**config.mk**
```make
export PLATFORM = sky130hd
export DESIGN_NAME = prefetch_pingpong_ctrl_flat
export DESIGN_NICKNAME = d
export VERILOG_FILES = /design/src/rtl/prefetch_pingpong_ctrl_if.sv /design/src/rtl/prefetch_pingpong_ctrl.sv /design/src/flat_wrapper.sv
export SDC_FILE = /design/constraint.sdc
export NUM_CORES = 1
export LEC_CHECK = 0
export CAP_MARGIN = 20
export CORE_ASPECT_RATIO = 0.75
export CORE_UTILIZATION = 40
export CTS_CLUSTER_SIZE = 40
export DETAILED_ROUTE_END_ITERATION = 16
export GPL_ROUTABILITY_DRIVEN = 1
export SLEW_MARGIN = 20
export SYNTH_ARGS = -nofsm -noshare
export SYNTH_HDL_FRONTEND = slang
export SYNTH_SLANG_ARGS = --single-unit
```
**constraint.sdc**
```tcl
create_clock -name clk -period 5.5 [get_ports clk]
set_input_delay 1.1 -clock clk [delete_from_list [all_inputs] [get_ports clk]]
set_output_delay 1.1 -clock clk [all_outputs]
set_load 0.05 [all_outputs]
```
**src/rtl/prefetch_pingpong_ctrl_if.sv**
```systemverilog
// Handshake and control bundle between the ping-pong prefetch
// controller (master) and its job source, DMA, buffers and consumer.
interface prefetch_pingpong_ctrl_if;
    logic        job_valid;
    logic        job_ready;
    logic [31:0] job_addr;
    logic [31:0] job_len;
    logic        dma_req;
    logic [31:0] dma_addr;
    logic [12:0] dma_beats;
    logic        dma_ack;
    logic        dma_beat_valid;
    logic        wr_en;
    logic        wr_sel;
    logic [11:0] wr_addr;
    logic [1:0]  wpe;
    logic [1:0]  pe;
    logic [1:0]  pf;
    logic [1:0]  ue;
    logic [1:0]  uf;
    logic        cons_ready;
    logic        cons_sel;
    logic [31:0] cons_addr;
    logic [31:0] cons_len;
    logic        cons_take;
    logic        cons_done;
    logic        len_err;
    logic        busy;

    modport master (
        input  job_valid, job_addr, job_len,
        input  dma_ack, dma_beat_valid,
        input  cons_take, cons_done,
        output job_ready,
        output dma_req, dma_addr, dma_beats,
        output wr_en, wr_sel, wr_addr,
        output wpe, pe, pf, ue, uf,
        output cons_ready, cons_sel, cons_addr, cons_len,
        output len_err, busy
    );

    modport slave (
        output job_valid, job_addr, job_len,
        output dma_ack, dma_beat_valid,
        output cons_take, cons_done,
        input  job_ready,
        input  dma_req, dma_addr, dma_beats,
        input  wr_en, wr_sel, wr_addr,
        input  wpe, pe, pf, ue, uf,
        input  cons_ready, cons_sel, cons_addr, cons_len,
        input  len_err, busy
    );
endinterface

```
**src/rtl/prefetch_pingpong_ctrl.sv**
```systemverilog
// Ping-pong sequencer for two prefetch buffers: one buffer is filled
// by DMA while the other is read, blocks handed over in fill order.
module prefetch_pingpong_ctrl #(
    parameter int BEAT_BYTES  = 8,
    parameter int DEPTH_BEATS = 4096
) (
    input logic                      clk,
    input logic                      rst,
    prefetch_pingpong_ctrl_if.master bus
);
    localparam int          SH        = $clog2(BEAT_BYTES);
    localparam logic [31:0] MAX_BYTES = 32'(DEPTH_BEATS * BEAT_BYTES);

    typedef enum logic [2:0] {
        S_IDLE, S_ARMED, S_FILL, S_FULL, S_USE
    } buf_st_t;

    typedef enum logic [2:0] {
        F_IDLE, F_ARM, F_SKIP, F_REQ, F_DATA, F_DONE
    } fill_st_t;

    buf_st_t     r_sh [2];
    fill_st_t    r_fs;
    logic        r_fp;
    logic        r_cp;
    logic [31:0] r_addr;
    logic [31:0] r_len;
    logic [12:0] r_beats;
    logic [12:0] r_bc;
    logic [31:0] r_baddr [2];
    logic [31:0] r_blen [2];
    logic [1:0]  r_wpe;
    logic [1:0]  r_pe;
    logic [1:0]  r_pf;
    logic [1:0]  r_ue;
    logic [1:0]  r_uf;
    logic        r_dma_req;
    logic [31:0] r_dma_addr;
    logic [12:0] r_dma_beats;
    logic        r_len_err;

    logic        w_clip;
    logic [31:0] w_rnd;
    logic [12:0] w_beats;
    logic        w_accept;
    logic        w_beat;
    logic        w_last;
    logic        w_done;
    logic        w_take;

    function automatic logic [1:0] oh(input logic s);
        return s ? 2'b10 : 2'b01;
    endfunction

    assign w_clip   = bus.job_len > MAX_BYTES;
    assign w_rnd    = bus.job_len + 32'(BEAT_BYTES - 1);
    assign w_beats  = w_clip ? 13'(DEPTH_BEATS) : 13'(w_rnd >> SH);
    assign w_accept = bus.job_valid && (r_fs == F_IDLE)
                   && (r_sh[r_fp] == S_IDLE);
    assign w_beat   = (r_fs == F_DATA) && bus.dma_beat_valid;
    assign w_last   = r_bc == (r_beats - 13'd1);
    assign w_done   = bus.cons_done && (r_sh[r_cp] == S_USE);
    // a take in the cycle ue is showing would re-pulse the same buffer
    assign w_take   = bus.cons_take && (r_sh[r_cp] == S_FULL)
                   && (r_ue == 2'b00) && !w_done;

    assign bus.job_ready  = w_accept;
    assign bus.dma_req    = r_dma_req;
    assign bus.dma_addr   = r_dma_addr;
    assign bus.dma_beats  = r_dma_beats;
    assign bus.wr_en      = w_beat;
    assign bus.wr_sel     = r_fp;
    assign bus.wr_addr    = r_bc[11:0];
    assign bus.wpe        = r_wpe;
    assign bus.pe         = r_pe;
    assign bus.pf         = r_pf;
    assign bus.ue         = r_ue;
    assign bus.uf         = r_uf;
    assign bus.cons_ready = r_sh[r_cp] == S_FULL;
    assign bus.cons_sel   = r_cp;
    assign bus.cons_addr  = r_baddr[r_cp];
    assign bus.cons_len   = r_blen[r_cp];
    assign bus.len_err    = r_len_err;
    assign bus.busy       = (r_sh[0] != S_IDLE) || (r_sh[1] != S_IDLE)
                         || (r_fs != F_IDLE);

    always_ff @(posedge clk) begin
        if (rst) begin
            r_fs        <= F_IDLE;
            r_fp        <= 1'b0;
            r_cp        <= 1'b0;
            r_addr      <= '0;
            r_len       <= '0;
            r_beats     <= '0;
            r_bc        <= '0;
            r_wpe       <= '0;
            r_pe        <= '0;
            r_pf        <= '0;
            r_ue        <= '0;
            r_uf        <= '0;
            r_dma_req   <= 1'b0;
            r_dma_addr  <= '0;
            r_dma_beats <= '0;
            r_len_err   <= 1'b0;
            for (int i = 0; i < 2; i++) begin
                r_sh[i]    <= S_IDLE;
                r_baddr[i] <= '0;
                r_blen[i]  <= '0;
            end
        end else begin
            r_wpe <= '0;
            r_pe  <= '0;
            r_pf  <= '0;
            r_ue  <= '0;
            r_uf  <= '0;

            // shadow follows the pulse the buffer is sampling now
            for (int i = 0; i < 2; i++) begin
                unique case (1'b1)
                    r_wpe[i]: r_sh[i] <= S_ARMED;
                    r_pe[i]:  r_sh[i] <= S_FILL;
                    r_pf[i]:  r_sh[i] <= S_FULL;
                    r_ue[i]:  r_sh[i] <= S_USE;
                    r_uf[i]:  r_sh[i] <= S_IDLE;
                    default: ;
                endcase
            end

            unique case (r_fs)
                F_IDLE: begin
                    if (w_accept) begin
                        r_addr    <= bus.job_addr;
                        r_len     <= w_clip ? MAX_BYTES : bus.job_len;
                        r_beats   <= w_beats;
                        r_len_err <= r_len_err | w_clip;
                        r_wpe     <= oh(r_fp);
                        r_fs      <= F_ARM;
                    end
                end
                F_ARM: begin
                    r_pe <= oh(r_fp);
                    if (r_beats == 13'd0) begin
                        r_fs <= F_SKIP;
                    end else begin
                        r_dma_req   <= 1'b1;
                        r_dma_addr  <= r_addr;
                        r_dma_beats <= r_beats;
                        r_fs        <= F_REQ;
                    end
                end
                F_SKIP: begin
                    r_pf <= oh(r_fp);
                    r_fs <= F_DONE;
                end
                F_REQ: begin
                    if (bus.dma_ack) begin
                        r_dma_req <= 1'b0;
                        r_bc      <= '0;
                        r_fs      <= F_DATA;
                    end
                end
                F_DATA: begin
                    if (w_beat) begin
                        r_bc <= r_bc + 13'd1;
                        if (w_last) begin
                            r_pf <= oh(r_fp);
                            r_fs <= F_DONE;
                        end
                    end
                end
                F_DONE: begin
                    r_baddr[r_fp] <= r_addr;
                    r_blen[r_fp]  <= r_len;
                    r_fp          <= ~r_fp;
                    r_fs          <= F_IDLE;
                end
                default: r_fs <= F_IDLE;
            endcase

            if (w_done) begin
                r_uf <= oh(r_cp);
                r_cp <= ~r_cp;
            end else if (w_take) begin
                r_ue <= oh(r_cp);
            end
        end
    end
endmodule

```
**src/flat_wrapper.sv**
```systemverilog
// flat-port wrapper written by rule: the top's interface ports become plain ports
module prefetch_pingpong_ctrl_flat 
#(
    parameter int BEAT_BYTES  = 8,
    parameter int DEPTH_BEATS = 4096
)
  (clk, rst, bus_job_valid, bus_job_addr, bus_job_len, bus_dma_ack, bus_dma_beat_valid, bus_cons_take, bus_cons_done, bus_job_ready, bus_dma_req, bus_dma_addr, bus_dma_beats, bus_wr_en, bus_wr_sel, bus_wr_addr, bus_wpe, bus_pe, bus_pf, bus_ue, bus_uf, bus_cons_ready, bus_cons_sel, bus_cons_addr, bus_cons_len, bus_len_err, bus_busy);
  prefetch_pingpong_ctrl_if bus_i ();
  input logic clk;
  input logic rst;
  input wire logic [$bits(bus_i.job_valid)-1:0] bus_job_valid;
  input wire logic [$bits(bus_i.job_addr)-1:0] bus_job_addr;
  input wire logic [$bits(bus_i.job_len)-1:0] bus_job_len;
  input wire logic [$bits(bus_i.dma_ack)-1:0] bus_dma_ack;
  input wire logic [$bits(bus_i.dma_beat_valid)-1:0] bus_dma_beat_valid;
  input wire logic [$bits(bus_i.cons_take)-1:0] bus_cons_take;
  input wire logic [$bits(bus_i.cons_done)-1:0] bus_cons_done;
  output wire logic [$bits(bus_i.job_ready)-1:0] bus_job_ready;
  output wire logic [$bits(bus_i.dma_req)-1:0] bus_dma_req;
  output wire logic [$bits(bus_i.dma_addr)-1:0] bus_dma_addr;
  output wire logic [$bits(bus_i.dma_beats)-1:0] bus_dma_beats;
  output wire logic [$bits(bus_i.wr_en)-1:0] bus_wr_en;
  output wire logic [$bits(bus_i.wr_sel)-1:0] bus_wr_sel;
  output wire logic [$bits(bus_i.wr_addr)-1:0] bus_wr_addr;
  output wire logic [$bits(bus_i.wpe)-1:0] bus_wpe;
  output wire logic [$bits(bus_i.pe)-1:0] bus_pe;
  output wire logic [$bits(bus_i.pf)-1:0] bus_pf;
  output wire logic [$bits(bus_i.ue)-1:0] bus_ue;
  output wire logic [$bits(bus_i.uf)-1:0] bus_uf;
  output wire logic [$bits(bus_i.cons_ready)-1:0] bus_cons_ready;
  output wire logic [$bits(bus_i.cons_sel)-1:0] bus_cons_sel;
  output wire logic [$bits(bus_i.cons_addr)-1:0] bus_cons_addr;
  output wire logic [$bits(bus_i.cons_len)-1:0] bus_cons_len;
  output wire logic [$bits(bus_i.len_err)-1:0] bus_len_err;
  output wire logic [$bits(bus_i.busy)-1:0] bus_busy;
  assign bus_i.job_valid = bus_job_valid;
  assign bus_i.job_addr = bus_job_addr;
  assign bus_i.job_len = bus_job_len;
  assign bus_i.dma_ack = bus_dma_ack;
  assign bus_i.dma_beat_valid = bus_dma_beat_valid;
  assign bus_i.cons_take = bus_cons_take;
  assign bus_i.cons_done = bus_cons_done;
  assign bus_job_ready = bus_i.job_ready;
  assign bus_dma_req = bus_i.dma_req;
  assign bus_dma_addr = bus_i.dma_addr;
  assign bus_dma_beats = bus_i.dma_beats;
  assign bus_wr_en = bus_i.wr_en;
  assign bus_wr_sel = bus_i.wr_sel;
  assign bus_wr_addr = bus_i.wr_addr;
  assign bus_wpe = bus_i.wpe;
  assign bus_pe = bus_i.pe;
  assign bus_pf = bus_i.pf;
  assign bus_ue = bus_i.ue;
  assign bus_uf = bus_i.uf;
  assign bus_cons_ready = bus_i.cons_ready;
  assign bus_cons_sel = bus_i.cons_sel;
  assign bus_cons_addr = bus_i.cons_addr;
  assign bus_cons_len = bus_i.cons_len;
  assign bus_len_err = bus_i.len_err;
  assign bus_busy = bus_i.busy;
  prefetch_pingpong_ctrl #(.BEAT_BYTES(BEAT_BYTES), .DEPTH_BEATS(DEPTH_BEATS)) u_core (.clk(clk), .rst(rst), .bus(bus_i));
endmodule
```
==> out/metrics.csv, run 1 <==
stage,metric,value,unit
outcome,status,completed,
synthesis,async_flop_share,0,%
power,p_total,5.304,mW
clock_network,post_cts_buffers,0,
synthesis,ys_seq_area_share,59.50,%
floorplan,die_area,0.03056,sq mm
global_route,grt_start_max_net_pins,75,
synthesis,synth_cells,1111,
power,power.leakage,5.349,nW
layout,fillerInstances,2670,
sta,hold_violations,0,
synthesis,synth_top_family_by_area,simple AND/OR/NAND/NOR gates,
synthesis,synth-compound-area-share,7.510,%
global_route,grt_pass1_wl,45130,um
clock_network,path_clk_slew,0.06,ns
clock_network,root_buffer,clkbuf_16,
layout,fin_nets,1348,
synthesis,synth-seq-cells,288,
synthesis,synth_area,0.01195,sq mm
floorplan,ioPinCount,210,
detailed_routing,vias,8468,
clock_network,cts_tree,yes,
clock_network,h-tree-depth,1,
layout,syn2layout_area_growth,27.27,%
detailed_routing,routed_wl,29200,um
layout,utilization,52.08,%
critical_path,worstPathArrival,2.78,ns
sta,final.period_utilization,70.49,%
placement,port_buffers,209,
power,power_density,348.9,mW/mm^2
critical_path,required,4.40,ns
sta,skew,0.01885,ns
detailed_routing,wl_per_cell,17.28,um
sta,post-route-min-period,3.877,ns
synthesis,ys.flop_type,dfxtp_1,
sta,tightest_slew,1.042,ns
floorplan,core.rowCount,54,
sta,setup-tns-final,0,ns
detailed_routing,routed_via_density,5.011,
floorplan,dieHeight,151.7,um
sta,fmax,258.0,MHz
synthesis,synth-simple-area-share,20.01,%
clock_network,cts_sinks,288,
clock_network,clk_path_buf_depth,3,
sta,slew_headroom,30.29,%
sta,drv_slew,0,
synthesis,synthMuxAreaShare,6.295,%
synthesis,synth-adder-area-share,0.2095,%
clock_network,insertion_delay,0.55,ns
detailed_routing,ant_nets,0,
synthesis,synth-xor-area-share,2.933,%
placement,gp_congestion,0.8101,
synthesis,ys_types,63,
global_route,grt_pass1_vias,7946,
run,max_cap_violations,0,
critical_path,worst_setup_path_start_kind,register,
floorplan,dieWidth,201.5,um
synthesis,synth.net_count,1184,
clock_network,cts_buffers,29,
synthesis,syn_avg_cell_area,10.75,sq um
global_route,antenna_found_initial,0,
critical_path,end_kind,primary output,
hold_path,hold_class,register to register,
layout,stdcell_count,1690,
detailed_routing,drtIter0Drc,487,
placement,dp.cells,1635,
layout,n_antenna_cell,0,
global_route,overflow,0,
global_route,groute.usage.overall,18.74,%
floorplan,start_util,40.93,%
synthesis,synth-edff-count,134,
critical_path,cp_max_fo,68,
detailed_routing,route.detailed.drc,0,
clock_network,holdBufCountCts,0,
power,ir_drop,0.2588,mV
sta,setup_viol,0,
sta,rsz0062_at_grt,false,
sta,whs,0.4508,ns
detailed_routing,first_pass_iters,6,
floorplan,core_region_area,0.02919,sq mm
placement,dp_hpwl,18590,um
clock_network,cts-resized-gates,0,
layout,drive_gt1_share,10.71,%
critical_path,critical_path_class,register to primary output,
synthesis,ys_warn_count,0,
path summary, 6_finish.rpt:
kind / startpoint / to / slack (ns) / cells past startpoint
worst max-delay path: register / bus_cons_ready / 1.62 / 3
worst max register to register: u_core.r_beats[0]$_SDFFE_PP0P_ / u_core.bus.dma_addr[23]$_SDFFE_PP0P_ / 2.85 / 8
worst min register to register: u_core.bus.dma_addr[20]$_SDFFE_PP0P_ / u_core.bus.dma_addr[20]$_SDFFE_PP0P_ / 0.45 / 2
worst min-delay path: u_core.bus.dma_addr[20]$_SDFFE_PP0P_ / u_core.bus.dma_addr[20]$_SDFFE_PP0P_ / 0.45 / 2
cell type report:
| cell class | instances | area (sq um) | share of cell area, % |
|---|---|---|---|
| clock buffer | 48 | 857.1 | 5.638 |
| clock inverter | 6 | 72.57 | 0.4774 |
| inverter | 8 | 30.03 | 0.1975 |
| multi-input combinational | 730 | 4467 | 29.38 |
| sequential | 288 | 7111 | 46.77 |
| tap | 392 | 490.5 | 3.226 |
| timing repair buffer | 218 | 2175 | 14.30 |
logic make-up after synthesis:
logic type,Yosys count
simple gates,474
compound gates,147
fa+ha+maj,2
buf+inv,93
mux,67
flops,288
xor+xnor,40
metrics by stage:
| stage | worst slack (ns) | instance area (sq um) |
|---|---|---|
| finish | 1.623 | 15200 |
| global route | 1.407 | 15200 |
| CTS | 1.506 | 15170 |
| detailed placement | 1.657 | 14240 |
| global placement | 1.668 | 14240 |
| floorplan | 1.275 | 11950 |
sequential cells by signal (all words and copies together) (netlist names), named ones only:
signal	count
u_core.bus.cons_sel	1
u_core.bus.dma_addr	32
u_core.bus.dma_beats	13
u_core.bus.dma_req	1
u_core.bus.len_err	1
u_core.bus.pe	2
u_core.bus.pf	2
u_core.bus.ue	2
u_core.bus.uf	2
u_core.bus.wpe	2
u_core.bus.wr_sel	1
u_core.r_addr	32
u_core.r_baddr	64
u_core.r_bc	13
u_core.r_beats	13
u_core.r_blen	64
u_core.r_fs	3
u_core.r_len	32
u_core.r_sh	6
cell usage in the layout (no fill, tap or decap), drive strengths merged, types with 18 or more instances in the layout:
cell type	count
clkdlybuf4s50	207
clkbuf	48
edfxtp	134
xnor2	22
mux2	65
dfxtp	154
nor2	81
and2	145
nand2	167
a22oi	28
xor2	18
a21oi	85
power breakdown:
part	total (mW)	internal, mW	switching [mW]
Clock	1.92	1.11	0.808
Sequential	2.47	2.36	0.116
Combinational	0.914	0.321	0.593
Total	5.30	3.79	1.52
per-layer routing:
metal  vias up  share of wire [%]  track usage, %
met4         0                1.9           4.053
met5         -                  0               0
li1       4153                  -               -
met2       226                 42           27.67
met3        42                5.4           3.721
met1      4047                 50           28.14
Yosys cell counts, drive strengths merged, types with 4 or more instances:
library cell | number | area [sq um]
inv | 8 | 30.03
nand2b | 4 | 25.02
clkbuf | 56 | 210.2
dfxtp | 154 | 3083
and2 | 145 | 907.1
a211oi | 5 | 47.54
nor4 | 11 | 96.34
nand4 | 13 | 81.33
xor2 | 18 | 157.7
nand2 | 167 | 626.9
o21ai | 7 | 35.03
a22oi | 28 | 210.2
edfxtp | 134 | 4024
a21oi | 85 | 425.4
nor2 | 81 | 306.6
mux2 | 65 | 732.0
nor3 | 14 | 70.07
buf | 29 | 183.9
or3 | 5 | 31.28
xnor2 | 22 | 192.7
nand3 | 11 | 55.05
worst max-delay path, cell delays in order, from the launching register on:
cell	delay, ns
dfxtp_4	1.00
nand4b_1	0.17
o21ai_0	0.17
clkdlybuf4s50_1	0.86
Power figures use the tool's default switching activity.
==> inputs of run 2 (changes only) <==
==> constraint.sdc (replaced) <==
create_clock -name clk -period 3.7 [get_ports clk]
set_input_delay 0.74 -clock clk [delete_from_list [all_inputs] [get_ports clk]]
set_output_delay 0.74 -clock clk [all_outputs]
set_load 0.05 [all_outputs]
==> out/metrics.csv, run 2 (same netlist as run 1, synthesis figures left out) <==
stage,metric,value,unit,change
outcome,status,completed,,
critical_path,rr_endpoint,u_core.bus.dma_addr[5]$_SDFFE_PP0P_,,
clock_network,path_clk_slew,0.06,ns,about the same
sta,rsz0062_at_grt,false,,
clock_network,cts_buffers,29,,unchanged
hold_path,worst_hold_startpoint,u_core.bus.dma_addr[20]$_SDFFE_PP0P_,,
critical_path,crit_path_end,bus_cons_len[15],,
layout,drive_gt1_share,11.27,%,+0.56 points
power,ir_drop,0.3680,mV,+42%
detailed_routing,drtIter0Drc,481,,-1.2%
clock_network,cts_tree,yes,,
critical_path,worstPathArrival,2.73,ns,-0.05 ns
detailed_routing,route.detailed.drc,0,,unchanged
layout,fin_nets,1354,,+0.45%
hold_path,hold_class,register to register,,
layout,stdcell_count,1696,,+0.36%
sta,setup-tns-final,0,ns,unchanged
critical_path,worst_setup_path_start_kind,register,,
clock_network,post_cts_buffers,0,,unchanged
detailed_routing,ant_nets,0,,unchanged
critical_path,end_kind,primary output,,
clock_network,holdBufCountCts,0,,unchanged
sta,skew,0.01399,ns,-0.004856 ns
placement,dp.cells,1641,,+0.37%
clock_network,cts_sinks,288,,unchanged
layout,reg.largest.list,"u_core.r_baddr x64, u_core.r_blen x64",,
sta,hold_violations,0,,unchanged
floorplan,dieWidth,201.5,um,unchanged
floorplan,ioPinCount,210,,unchanged
sta,drv_slew,0,,unchanged
sta,post-route-min-period,3.474,ns,
floorplan,dieHeight,151.7,um,unchanged
critical_path,r2r-start,u_core.r_beats[0]$_SDFFE_PP0P_,,
sta,final.period_utilization,93.89,%,
placement,dp_hpwl,18920,um,+1.7%
layout,final_cell_mix,"207 x clkdlybuf4s50_1, 166 x nand2_1, 153 x dfxtp_1",,
floorplan,start_util,40.93,%,unchanged
critical_path,cp_max_fo,46,,-32%
global_route,grt_start_max_net_pins,65,,-13%
floorplan,die_area,0.03056,sq mm,unchanged
layout,syn2layout_area_growth,28.20,%,
global_route,grt_pass1_wl,44950,um,-0.38%
floorplan,core.rowCount,54,,unchanged
power,power.leakage,5.417,nW,+1.3%
layout,final_common_cell,clkdlybuf4s50_1,,
layout,finalInstanceArea,0.01531,sq mm,+0.73%
clock_network,insertion_delay,0.57,ns,+0.02 ns
detailed_routing,vias,8317,,-1.8%
global_route,grt_pass1_vias,7996,,+0.63%
layout,utilization,52.46,%,+0.38 points
detailed_routing,routed_via_density,4.904,,-2.1%
detailed_routing,wl_per_cell,17.11,um,-0.93%
clock_network,root_buffer,clkbuf_16,,
sta,tightest_slew,1.011,ns,-0.03084 ns
power,power_density,522.2,mW/mm^2,+50%
clock_network,h-tree-depth,1,,unchanged
placement,gp_congestion,0.8307,,+2.5%
layout,n_antenna_cell,0,,unchanged
global_route,groute.usage.overall,18.79,%,+0.052 points
placement,port_buffers,209,,unchanged
critical_path,required,2.96,ns,-1.44 ns
critical_path,critical_path_class,register to primary output,,
clock_network,clk_path_buf_depth,3,,unchanged
floorplan,core_region_area,0.02919,sq mm,unchanged
sta,setup_viol,0,,unchanged
detailed_routing,routed_wl,29030,um,-0.58%
critical_path,ff2ff_setup_slack,1.09,ns,-1.76 ns
global_route,overflow,0,,unchanged
detailed_routing,first_pass_iters,5,,-1
global_route,antenna_found_initial,0,,unchanged
critical_path,rr_worst_depth,8,,unchanged
placement,place_area,0.01432,sq mm,+0.58%
clock_network,cts-resized-gates,0,,unchanged
run,max_cap_violations,0,,unchanged
sta,fmax,287.9,MHz,
sta,slew_headroom,32.60,%,+2.3 points
## run 2: worst min-delay path by stage
stage | cells after the start | end
5_1_grt | 2 | u_core.bus.dma_addr[20]$_SDFFE_PP0P_
3_3_place_gp | 2 | u_core.bus.dma_beats[4]$_SDFFE_PP0P_
4_1_cts | 2 | u_core.bus.dma_addr[20]$_SDFFE_PP0P_
3_5_place_dp | 2 | u_core.bus.dma_addr[20]$_SDFFE_PP0P_
6_report | 2 | u_core.bus.dma_addr[20]$_SDFFE_PP0P_
2_1_floorplan | 1 | u_core.r_len[16]$_SDFFE_PP0P_
## run 2: layout make-up
class | instances | area [sq um]
Fill cell | 2604 | 13870
Sequential cell | 288 | 7111
Multi-Input combinational cell | 730 | 4462
Timing Repair Buffer | 224 | 2257
Clock buffer | 45 | 879.6
Tap cell | 392 | 490.5
Clock inverter | 9 | 83.83
Inverter | 8 | 30.03
## run 2: metrics by stage
| step | total power, mW | hold slack (ns) | worst slack [ns] |
|---|---|---|---|
| 6_report | 7.996 | 0.4515 | 0.2262 |
| 5_1_grt | 8.309 | 0.4740 | 0.09429 |
| 4_1_cts | 8.081 | 0.4541 | 0.1347 |
| 3_5_place_dp | 5.132 | 0.4454 | 0.5829 |
| 3_3_place_gp | 5.120 | 0.4434 | 0.5925 |
| 2_1_floorplan | 4.591 | 0.4355 | 0.8289 |
## run 2: power breakdown
| part | total, mW | switching [mW] | internal (mW) |
|---|---|---|---|
| clock | 2.94 | 1.23 | 1.71 |
| combinational | 1.40 | 0.897 | 0.499 |
| sequential | 3.66 | 0.157 | 3.50 |
## run 2: layer usage
layer  routed length [um]  GRT usage, %
met5                    0             0
met4                  504         4.167
met3                 1396         4.085
met2                12580         28.72
met1                14550         27.19
## run 2: critical path, cell delays in order, from the launching register on
cell and delay (ns):
dfxtp_4 0.75, buf_4 0.30, mux2_2 0.34, clkdlybuf4s50_1 0.75
